### src/rtl/random_cell_picker_pkg.sv
// Shared types and constants for the random free-cell picker.
package random_cell_pkg;
    typedef enum logic [1:0] {IDLE, SCAN, DONE} state_t;

    localparam logic [15:0] LFSR_MASK    = 16'hB400;
    localparam logic [15:0] DEFAULT_SEED = 16'hACE1;
endpackage

### src/rtl/random_cell_picker_if.sv
// Request/result bundle between the board logic (master) and the picker (slave).
interface random_cell_picker_if #(
    parameter int ROWS   = 4,
    parameter int COLS   = 4,
    parameter int LFSR_W = 16
);
    localparam int N  = ROWS * COLS;
    localparam int CW = (COLS > 1) ? $clog2(COLS) : 1;
    localparam int RW = (ROWS > 1) ? $clog2(ROWS) : 1;

    // Handshake: req is taken only while the picker is idle (busy=0, done=0);
    // it is never queued. done is a one-cycle strobe, and found/rx/ry are valid
    // from that strobe until the next one.
    logic [N-1:0]      occupied;
    logic              req;
    logic              mode_seq;
    logic              seed_we;
    logic [LFSR_W-1:0] seed;
    logic              busy;
    logic              done;
    logic              found;
    logic [CW-1:0]     rx;
    logic [RW-1:0]     ry;

    modport master (output occupied, req, mode_seq, seed_we, seed,
                    input  busy, done, found, rx, ry);
    modport slave  (input  occupied, req, mode_seq, seed_we, seed,
                    output busy, done, found, rx, ry);
endinterface

### src/rtl/random_cell_picker_lfsr16.sv
// 16-bit Galois LFSR, free-running, with a synchronous load that never loads zero.
module lfsr16
    import random_cell_pkg::*;
#(
    parameter logic [15:0] SEED = DEFAULT_SEED
) (
    input  logic        clk,
    input  logic        reset,
    input  logic        load,
    input  logic [15:0] load_val,
    output logic [15:0] value
);
    always_ff @(posedge clk or posedge reset) begin
        if (reset) begin
            value <= SEED;
        end else if (load) begin
            // An all-zero state would lock the LFSR, so fall back to the seed.
            value <= (load_val == 16'h0) ? SEED : load_val;
        end else begin
            value <= (value >> 1) ^ (value[0] ? LFSR_MASK : 16'h0);
        end
    end
endmodule

### src/rtl/random_cell_picker.sv
// Picks a pseudo-random (or first-fit) free cell from a snapshot of the board occupancy map.
module random_cell_picker
    import random_cell_pkg::*;
#(
    parameter int          ROWS   = 4,
    parameter int          COLS   = 4,
    parameter int          LFSR_W = 16,
    parameter logic [15:0] SEED   = DEFAULT_SEED
) (
    input  logic                 clk,
    input  logic                 reset,
    random_cell_picker_if.slave  bus,
    output state_t               dbg_state
);
    localparam int unsigned N  = ROWS * COLS;
    localparam int unsigned CW = (COLS > 1) ? $clog2(COLS) : 1;
    localparam int unsigned RW = (ROWS > 1) ? $clog2(ROWS) : 1;
    localparam int unsigned IW = (N > 1) ? $clog2(N) : 1;

    state_t            state, state_nx;
    logic [LFSR_W-1:0] lfsr;
    logic [N-1:0]      snap;
    logic [IW-1:0]     idx, cnt, start_idx;
    logic              found_r;
    logic [CW-1:0]     rx_r;
    logic [RW-1:0]     ry_r;
    logic              hit, last;

    lfsr16 #(.SEED(SEED)) u_lfsr (
        .clk      (clk),
        .reset    (reset),
        .load     (bus.seed_we),
        .load_val (bus.seed[15:0]),
        .value    (lfsr)
    );

    assign start_idx = bus.mode_seq ? '0 : IW'(lfsr % N);
    assign hit       = ~snap[idx];
    assign last      = (cnt == IW'(N - 1));

    always_comb begin
        state_nx = state;
        case (state)
            IDLE:    if (bus.req) state_nx = SCAN;
            SCAN:    if (hit || last) state_nx = DONE;
            DONE:    state_nx = IDLE;
            default: state_nx = IDLE;
        endcase
    end

    always_ff @(posedge clk or posedge reset) begin
        if (reset) begin
            state   <= IDLE;
            snap    <= '0;
            idx     <= '0;
            cnt     <= '0;
            found_r <= 1'b0;
            rx_r    <= '0;
            ry_r    <= '0;
        end else begin
            state <= state_nx;
            case (state)
                IDLE: begin
                    if (bus.req) begin
                        snap <= bus.occupied;
                        idx  <= start_idx;
                        cnt  <= '0;
                    end
                end
                SCAN: begin
                    if (hit) begin
                        // Constant divisor: a bit slice when COLS is a power of two.
                        found_r <= 1'b1;
                        rx_r    <= CW'(idx % COLS);
                        ry_r    <= RW'(idx / COLS);
                    end else if (last) begin
                        found_r <= 1'b0;
                        rx_r    <= '0;
                        ry_r    <= '0;
                    end else begin
                        idx <= (idx == IW'(N - 1)) ? '0 : idx + IW'(1);
                        cnt <= cnt + IW'(1);
                    end
                end
                default: ;
            endcase
        end
    end

    assign bus.busy  = (state == SCAN);
    assign bus.done  = (state == DONE);
    assign bus.found = found_r;
    assign bus.rx    = rx_r;
    assign bus.ry    = ry_r;
    assign dbg_state = state;
endmodule
### src/flat_wrapper.sv
// flat-port wrapper written by rule: the top's interface ports become plain ports
module random_cell_picker_flat import random_cell_pkg::*;
#(
    parameter int          ROWS   = 4,
    parameter int          COLS   = 4,
    parameter int          LFSR_W = 16,
    parameter logic [15:0] SEED   = DEFAULT_SEED
)
  (clk, reset, dbg_state, bus_occupied, bus_req, bus_mode_seq, bus_seed_we, bus_seed, bus_busy, bus_done, bus_found, bus_rx, bus_ry);
  random_cell_picker_if #(.ROWS(ROWS), .COLS(COLS), .LFSR_W(LFSR_W)) bus_i ();
  input  logic clk;
  input  logic reset;
  output state_t dbg_state;
  input wire logic [$bits(bus_i.occupied)-1:0] bus_occupied;
  input wire logic [$bits(bus_i.req)-1:0] bus_req;
  input wire logic [$bits(bus_i.mode_seq)-1:0] bus_mode_seq;
  input wire logic [$bits(bus_i.seed_we)-1:0] bus_seed_we;
  input wire logic [$bits(bus_i.seed)-1:0] bus_seed;
  output wire logic [$bits(bus_i.busy)-1:0] bus_busy;
  output wire logic [$bits(bus_i.done)-1:0] bus_done;
  output wire logic [$bits(bus_i.found)-1:0] bus_found;
  output wire logic [$bits(bus_i.rx)-1:0] bus_rx;
  output wire logic [$bits(bus_i.ry)-1:0] bus_ry;
  assign bus_i.occupied = bus_occupied;
  assign bus_i.req = bus_req;
  assign bus_i.mode_seq = bus_mode_seq;
  assign bus_i.seed_we = bus_seed_we;
  assign bus_i.seed = bus_seed;
  assign bus_busy = bus_i.busy;
  assign bus_done = bus_i.done;
  assign bus_found = bus_i.found;
  assign bus_rx = bus_i.rx;
  assign bus_ry = bus_i.ry;
  random_cell_picker #(.ROWS(ROWS), .COLS(COLS), .LFSR_W(LFSR_W), .SEED(SEED)) u_core (.clk(clk), .reset(reset), .bus(bus_i), .dbg_state(dbg_state));
endmodule
### config.mk
export PLATFORM = sky130hd
export DESIGN_NAME = random_cell_picker_flat
export DESIGN_NICKNAME = d
export VERILOG_FILES = /design/src/rtl/random_cell_picker_pkg.sv /design/src/rtl/random_cell_picker_if.sv /design/src/rtl/random_cell_picker_lfsr16.sv /design/src/rtl/random_cell_picker.sv /design/src/flat_wrapper.sv
export SDC_FILE = /design/constraint.sdc
export NUM_CORES = 1
export LEC_CHECK = 0
export CORE_UTILIZATION = 38
export DETAILED_ROUTE_END_ITERATION = 12
export HOLD_SLACK_MARGIN = 0.12
export PLACE_DENSITY = 0.76
export SETUP_SLACK_MARGIN = 0.02
export SLEW_MARGIN = 20
export SYNTH_ARGS = -nofsm -noshare
export SYNTH_HDL_FRONTEND = slang
export SYNTH_SLANG_ARGS = --single-unit
export TNS_END_PERCENT = 1
### constraint.sdc
create_clock -name clk -period 1.8 [get_ports clk]
set_input_delay 0.18 -clock clk [delete_from_list [all_inputs] [get_ports clk]]
set_output_delay 0.18 -clock clk [all_outputs]
set_load 0.005 [all_outputs]
# == After elaboration in Yosys (flattened, before gate mapping) ==
# Cells that the tools add are included.
# op_classes
n_mul,0
n_div,0
reduce_logical,8
eq_ne,9
shift,0
n_addsub,2
muxes,23
bitwise_logic,2
n_lt_le_gt_ge,1
# ops
operator,count
$mux W16,3
$mux W4,8
$logic_not A16 Y1,1
$pmux W4 S2,2
$xor A15 B16 Y16,1
$mux W2,5
$add A4 B1 Y4 const B,2
$eq A4 B4 Y1 const B,2
$ne A2 B1 Y1 const B,3
$reduce_and A2 Y1,3
$lt A4 B5 Y1 const B,1
$bmux W1 S4,1
$ne A2 B2 Y1 const B,2
$pmux W2 S2,1
$reduce_and A4 Y1,1
$mux W1,3
$eq A2 B1 Y1 const B,1
$eq A2 B2 Y1 const B,1
$logic_not A2 Y1,1
$reduce_bool A2 Y1,1
$logic_or A1 B1 Y1,1
$not A1 Y1,1
# totals
inputBits,37
n_memories,0
regBits,47
latch_bits,0
ram_bits,0
mem_bits_ro,0

# == Longest topological paths before layout ==
# logic_depth
depth_word,6
mapped_depth,9
depth_no_buf,7

# == Hierarchy ==
# Synthesis repeated with hierarchy kept, for this count alone.
# unflattened
cells_unflattened,225
area_unflattened_um2,2332.2
# by_module_without_submodules
module,seq_area_each_um2,n_inst,area_each_um2,cells_each
random_cell_picker,775.7,1,1656.6,181
lfsr16,410.4,1,675.6,44

# == Worst setup path after synthesis ==
# Ideal clock, no wire load.
# synth_timing
path_type,register to register
startpoint,reg u_core.cnt[0]
endpoint,reg u_core.idx[2]
slack_ps,-7
arrival_ps,1720
n_path_buf,2
setup_time_ps,87
path_stages_with_launch,9
synth_period_minus_slack_ps,1807
path_cell_list,dfrtp_1 ha_1 nand3_2 and2_1 buf_1 a31o_2 a21o_1 buf_6 a211oi_2
# synth_between
elab_chain_len,3
# synth_rtl
item,line_no,text
start: declaration,random_cell_picker.sv:23,"logic [IW-1:0] idx, cnt, start_idx;"
start signal: assignment,random_cell_picker.sv:82,cnt <= cnt + IW'(1);
$eq A4 B4 Y1,random_cell_picker.sv:39,assign last = (cnt == IW'(N - 1));
$ne A2 B2 Y1 (no line),n/a,
$reduce_and A4 Y1 (no line),n/a,
end signal: assignment,random_cell_picker.sv:66,idx <= start_idx;
end signal: assignment,random_cell_picker.sv:81,idx <= (idx == IW'(N - 1)) ? '0 : idx + IW'(1);
end: declaration,random_cell_picker.sv:23,
# Every way passes these cells.
# A chain may end at the register's enable or synchronous reset.

# == Worst setup path after layout ==
# layout_timing
startpoint,reg u_core.idx[1]
endpoint,reg u_core.cnt[3]
# layout_between
elab_chain_len,4
# layout_rtl
item,line_no,text
$bmux W1 S4,random_cell_picker.sv:38,assign hit = ~snap[idx];
$mux W1 (not written as such),random_cell_picker.sv:38,
$ne A2 B1 Y1 (no line),n/a,
$reduce_and A4 Y1 (no line),n/a,
# Every way passes these cells. The select of a mux whose other input is x is not followed.

==> impl_metrics.json <==
{
  "run_status": "complete, but fails checks",
  "failed_checks": "negative setup slack",
  "clk_pin_slew_worst_paths_ps": 100,
  "tritoncts": "yes",
  "worstPathRequired_ps": 1980,
  "power.share.sequential": 0.347,
  "route.top_layer_used": "met4",
  "ctsLongestPathBuffers": 2,
  "clockPowerShare": 0.161,
  "drt_iter0_drc": 63,
  "kind_of_start_point_of_the_critical_path": "flop",
  "routed-wl-met2_microns": 2434,
  "num-fill-cells": 519,
  "wirelength_microns": 4637,
  "clock_h_tree_levels": 2,
  "die_h_microns": 79.07,
  "fp.dieW_microns": 79.07,
  "report.final.setup_viol": 3,
  "grt.overflow.total": 0,
  "met3_wirelength_microns": 268,
  "layout-drive-gt1-share": 0.3135,
  "p_leak_nw": 1.279,
  "post_layout_instance_area_sq_um": 3102,
  "postSynthAreaPerCell_sq_um": 11.88,
  "routed_via_density": 5.438,
  "synth_fp_nets": 229,
  "tritoncts_num_sinks": 47,
  "final_hold_vios": 0,
  "initial_core_utilization": 0.4025,
  "wl_met1_microns": 1897,
  "final_max_slew_viol_count": 0,
  "pin_count": 46,
  "postCtsHoldBufs": 0,
  "power.density_nw_per_um2": 1573,
  "finalWorstSetupSlack_ps": -16.81,
  "ir_drop_uv": 793.8,
  "drc": 0,
  "worstPathMaxFanout": 7,
  "fin_crit_sh": 1.009,
  "insertion_delay_ps": 300,
  "combined_global_route_utilization_of_all_metal_layers": 0.1676,
  "cts.repair_timing.setup_buffer_count": 0,
  "post-layout-total-power_mw": 4.879,
  "port-buffer-count": 45,
  "root_buffer": "clkbuf_8",
  "power.share.combinational": 0.492,
  "total_switching_power_mw": 1.729,
  "hold_class": "in -> async",
  "unrepaired_setup_endpoints_after_global_routing": "yes",
  "critical_path_arrival_ps": 1990,
  "seq_cell_area_sq_um": 1187,
  "grt_first_pass_wirelength_microns": 8204,
  "ys_seq_elements": 47,
  "power.share.switching": 0.3543,
  "first_global_vias": 1861,
  "gpl.final_weighted_congestion": 0.7644,
  "layout.core_utilization": 0.5531,
  "drt_pre_antenna_iters": 6,
  "placement_rows": 27,
  "n_antenna_cell": 0,
  "dp_slack_ps": -111.2,
  "fmax_mhz": 550.4,
  "ff2ff_setup_slack_ps": -20,
  "end_kind": "flop",
  "cts_made_buffers": 5,
  "yosysSeqAreaShare": 0.5255,
  "worst_slew_pin_slew_ps": 418.1,
  "critical_path.reg2reg.endpoint": "u_core.cnt[3]",
  "grt_start_max_net_pins": 48,
  "detailedPlacementHpwl_microns": 3402,
  "internal_power_mw": 3.150,
  "antenna_violations_before_repair": 0,
  "core-area_sq_um": 5608,
  "vias": 1762,
  "ant_nets": 0,
  "post_synth_instance_area_sq_um": 2257,
  "rr_worst_depth": 6,
  "die-area_sq_um": 6252,
  "drv.max_cap_violation_count": 0,
  "detailed_place.area_sq_um": 2899,
  "synth_cells": 190,
  "relSlewSlack": 0.7202,
  "timing.rr.start": "u_core.idx[1]",
  "area.growth.synth_to_final_pct": 37.42,
  "final_period_minus_worst_setup_slack_ps": 1817,
  "avgRoutedWirePerCell_microns": 14.31,
  "yosys_warnings": 0,
  "design.final.nets": 290,
  "clock_skew_ps": 9.049,
  "critical_path_class": "reg -> reg",
  "synthDistinctLibCells": 44,
  "multi_input_area_sq_um": 1067
}
[per-layer routing]
metal,vias to the layer above,track usage
met5,-,0
met4,0,0.05455
met3,4,0.04253
met2,57,0.3043
met1,873,0.1904
li1,828,-
[worst max-delay path by stage]
stage                       start            end  slack [ps]  cells past startpoint
floorplan           u_core.cnt[0]  u_core.idx[2]        -0.7                      8
CTS                 u_core.idx[1]  u_core.cnt[2]         -40                      6
detailed placement  u_core.idx[1]  u_core.idx[2]        -110                      6
global route        u_core.idx[1]  u_core.cnt[2]        -110                      6
global placement    u_core.idx[1]  u_core.idx[2]        -120                      6
finish              u_core.idx[1]  u_core.cnt[3]         -20                      6
[worst max-delay path, cell delays in order, from the launching register on]
cell	delay (ps)
dfrtp_1	410
mux4_2	510
nand2b_4	160
a31o_4	230
buf_8	140
o31ai_2	180
a31oi_1	70
[layout by cell type, fill, tap and decap left out, types with 2 or more instances in the layout]
cell	netlist	routed
clkdlybuf4s50_1	0	44
dfrtp_1	39	38
mux2_2	25	25
buf_4	1	17
a21oi_1	13	13
nand2_1	10	10
o22a_1	8	8
dfstp_2	8	8
nor2_1	6	6
a31oi_1	6	6
mux2i_1	5	5
inv_1	7	5
o21ai_0	5	5
clkbuf_8	0	5
a211oi_2	1	4
nor4_1	4	4
nand2b_1	4	3
nor2b_1	3	3
a221o_1	3	3
and2_1	2	2
nand4_1	2	2
xor2_1	2	2
[power groups by stage]
stage | Combinational [mW] | Clock (mW) | Sequential, mW
CTS | 2.36 | 0.813 | 1.70
global route | 2.63 | 0.862 | 1.75
detailed placement | 2.18 | 0 | 1.71
floorplan | 1.51 | 0 | 1.63
global placement | 2.13 | 0 | 1.70
finish | 2.40 | 0.784 | 1.69
[final cells by class]
cell class / count / share of cell area
multi-input cells: 126 / 0.3441
repair buffers: 64 / 0.1985
clock inverters: 3 / 0.01493
flip-flops and latches: 47 / 0.3828
well taps: 72 / 0.02904
clock buffers: 5 / 0.02219
inverters: 7 / 0.008471
[flip-flops by register name (all words and copies together) (netlist names)]
signal,cells
u_core.idx,4
u_core.bus.found,1
u_core.bus.ry,2
u_core.snap,16
u_core.u_lfsr.value,16
u_core.bus.rx,2
u_core.dbg_state,2
u_core.cnt,4
[synth_stat cells (all sizes together)]
master,count,share of area
a2111oi,1,0.0066
a211o,1,0.0039
a211oi,4,0.016
a21o,2,0.0066
a21oi,13,0.029
a221o,3,0.013
a221oi,1,0.0039
a311oi,1,0.0039
a31o,2,0.0078
a31oi,6,0.017
and2,2,0.0055
and3,1,0.0028
buf,5,0.017
clkbuf,5,0.0083
dfrtp,39,0.43
dfstp,8,0.093
ha,2,0.011
inv,7,0.012
mux2,25,0.12
mux2i,5,0.022
mux4,1,0.010
nand2,11,0.019
nand2b,4,0.011
nand3,2,0.0066
nand4,2,0.0055
nor2,6,0.010
nor2b,3,0.0083
nor3,3,0.014
nor4,4,0.011
o21ai,5,0.011
o22a,8,0.031
o22ai,2,0.0055
o31ai,2,0.0066
or3,1,0.0028
xnor2,1,0.0039
xor2,2,0.0078
[through the flow]
stage | setup TNS, ps | hold slack [ps] | instances
after global routing | -804.8 | 240.0 | 324
after floorplan | -0.7286 | 296.8 | 190
after global placement | -408.4 | 460.6 | 316
after detailed placement | -816.7 | 468.5 | 316
final | -41.25 | 207.8 | 324
after CTS | -53.43 | 215.6 | 324
[cell families after synthesis]
| family | synth area share |
|---|---|
| compound gates | 0.1613 |
| xor+xnor | 0.01164 |
| fa+ha+maj | 0.01108 |
| buf+inv | 0.03659 |
| flops | 0.5255 |
| mux | 0.1569 |
| simple gates | 0.09701 |
[repair_timing]
item	in CTS	in global routing
gates resized for setup	12	5
pin swaps	3	3
setup endpoints to repair	12	13
No activity file was read; power rests on OpenSTA's default activity.
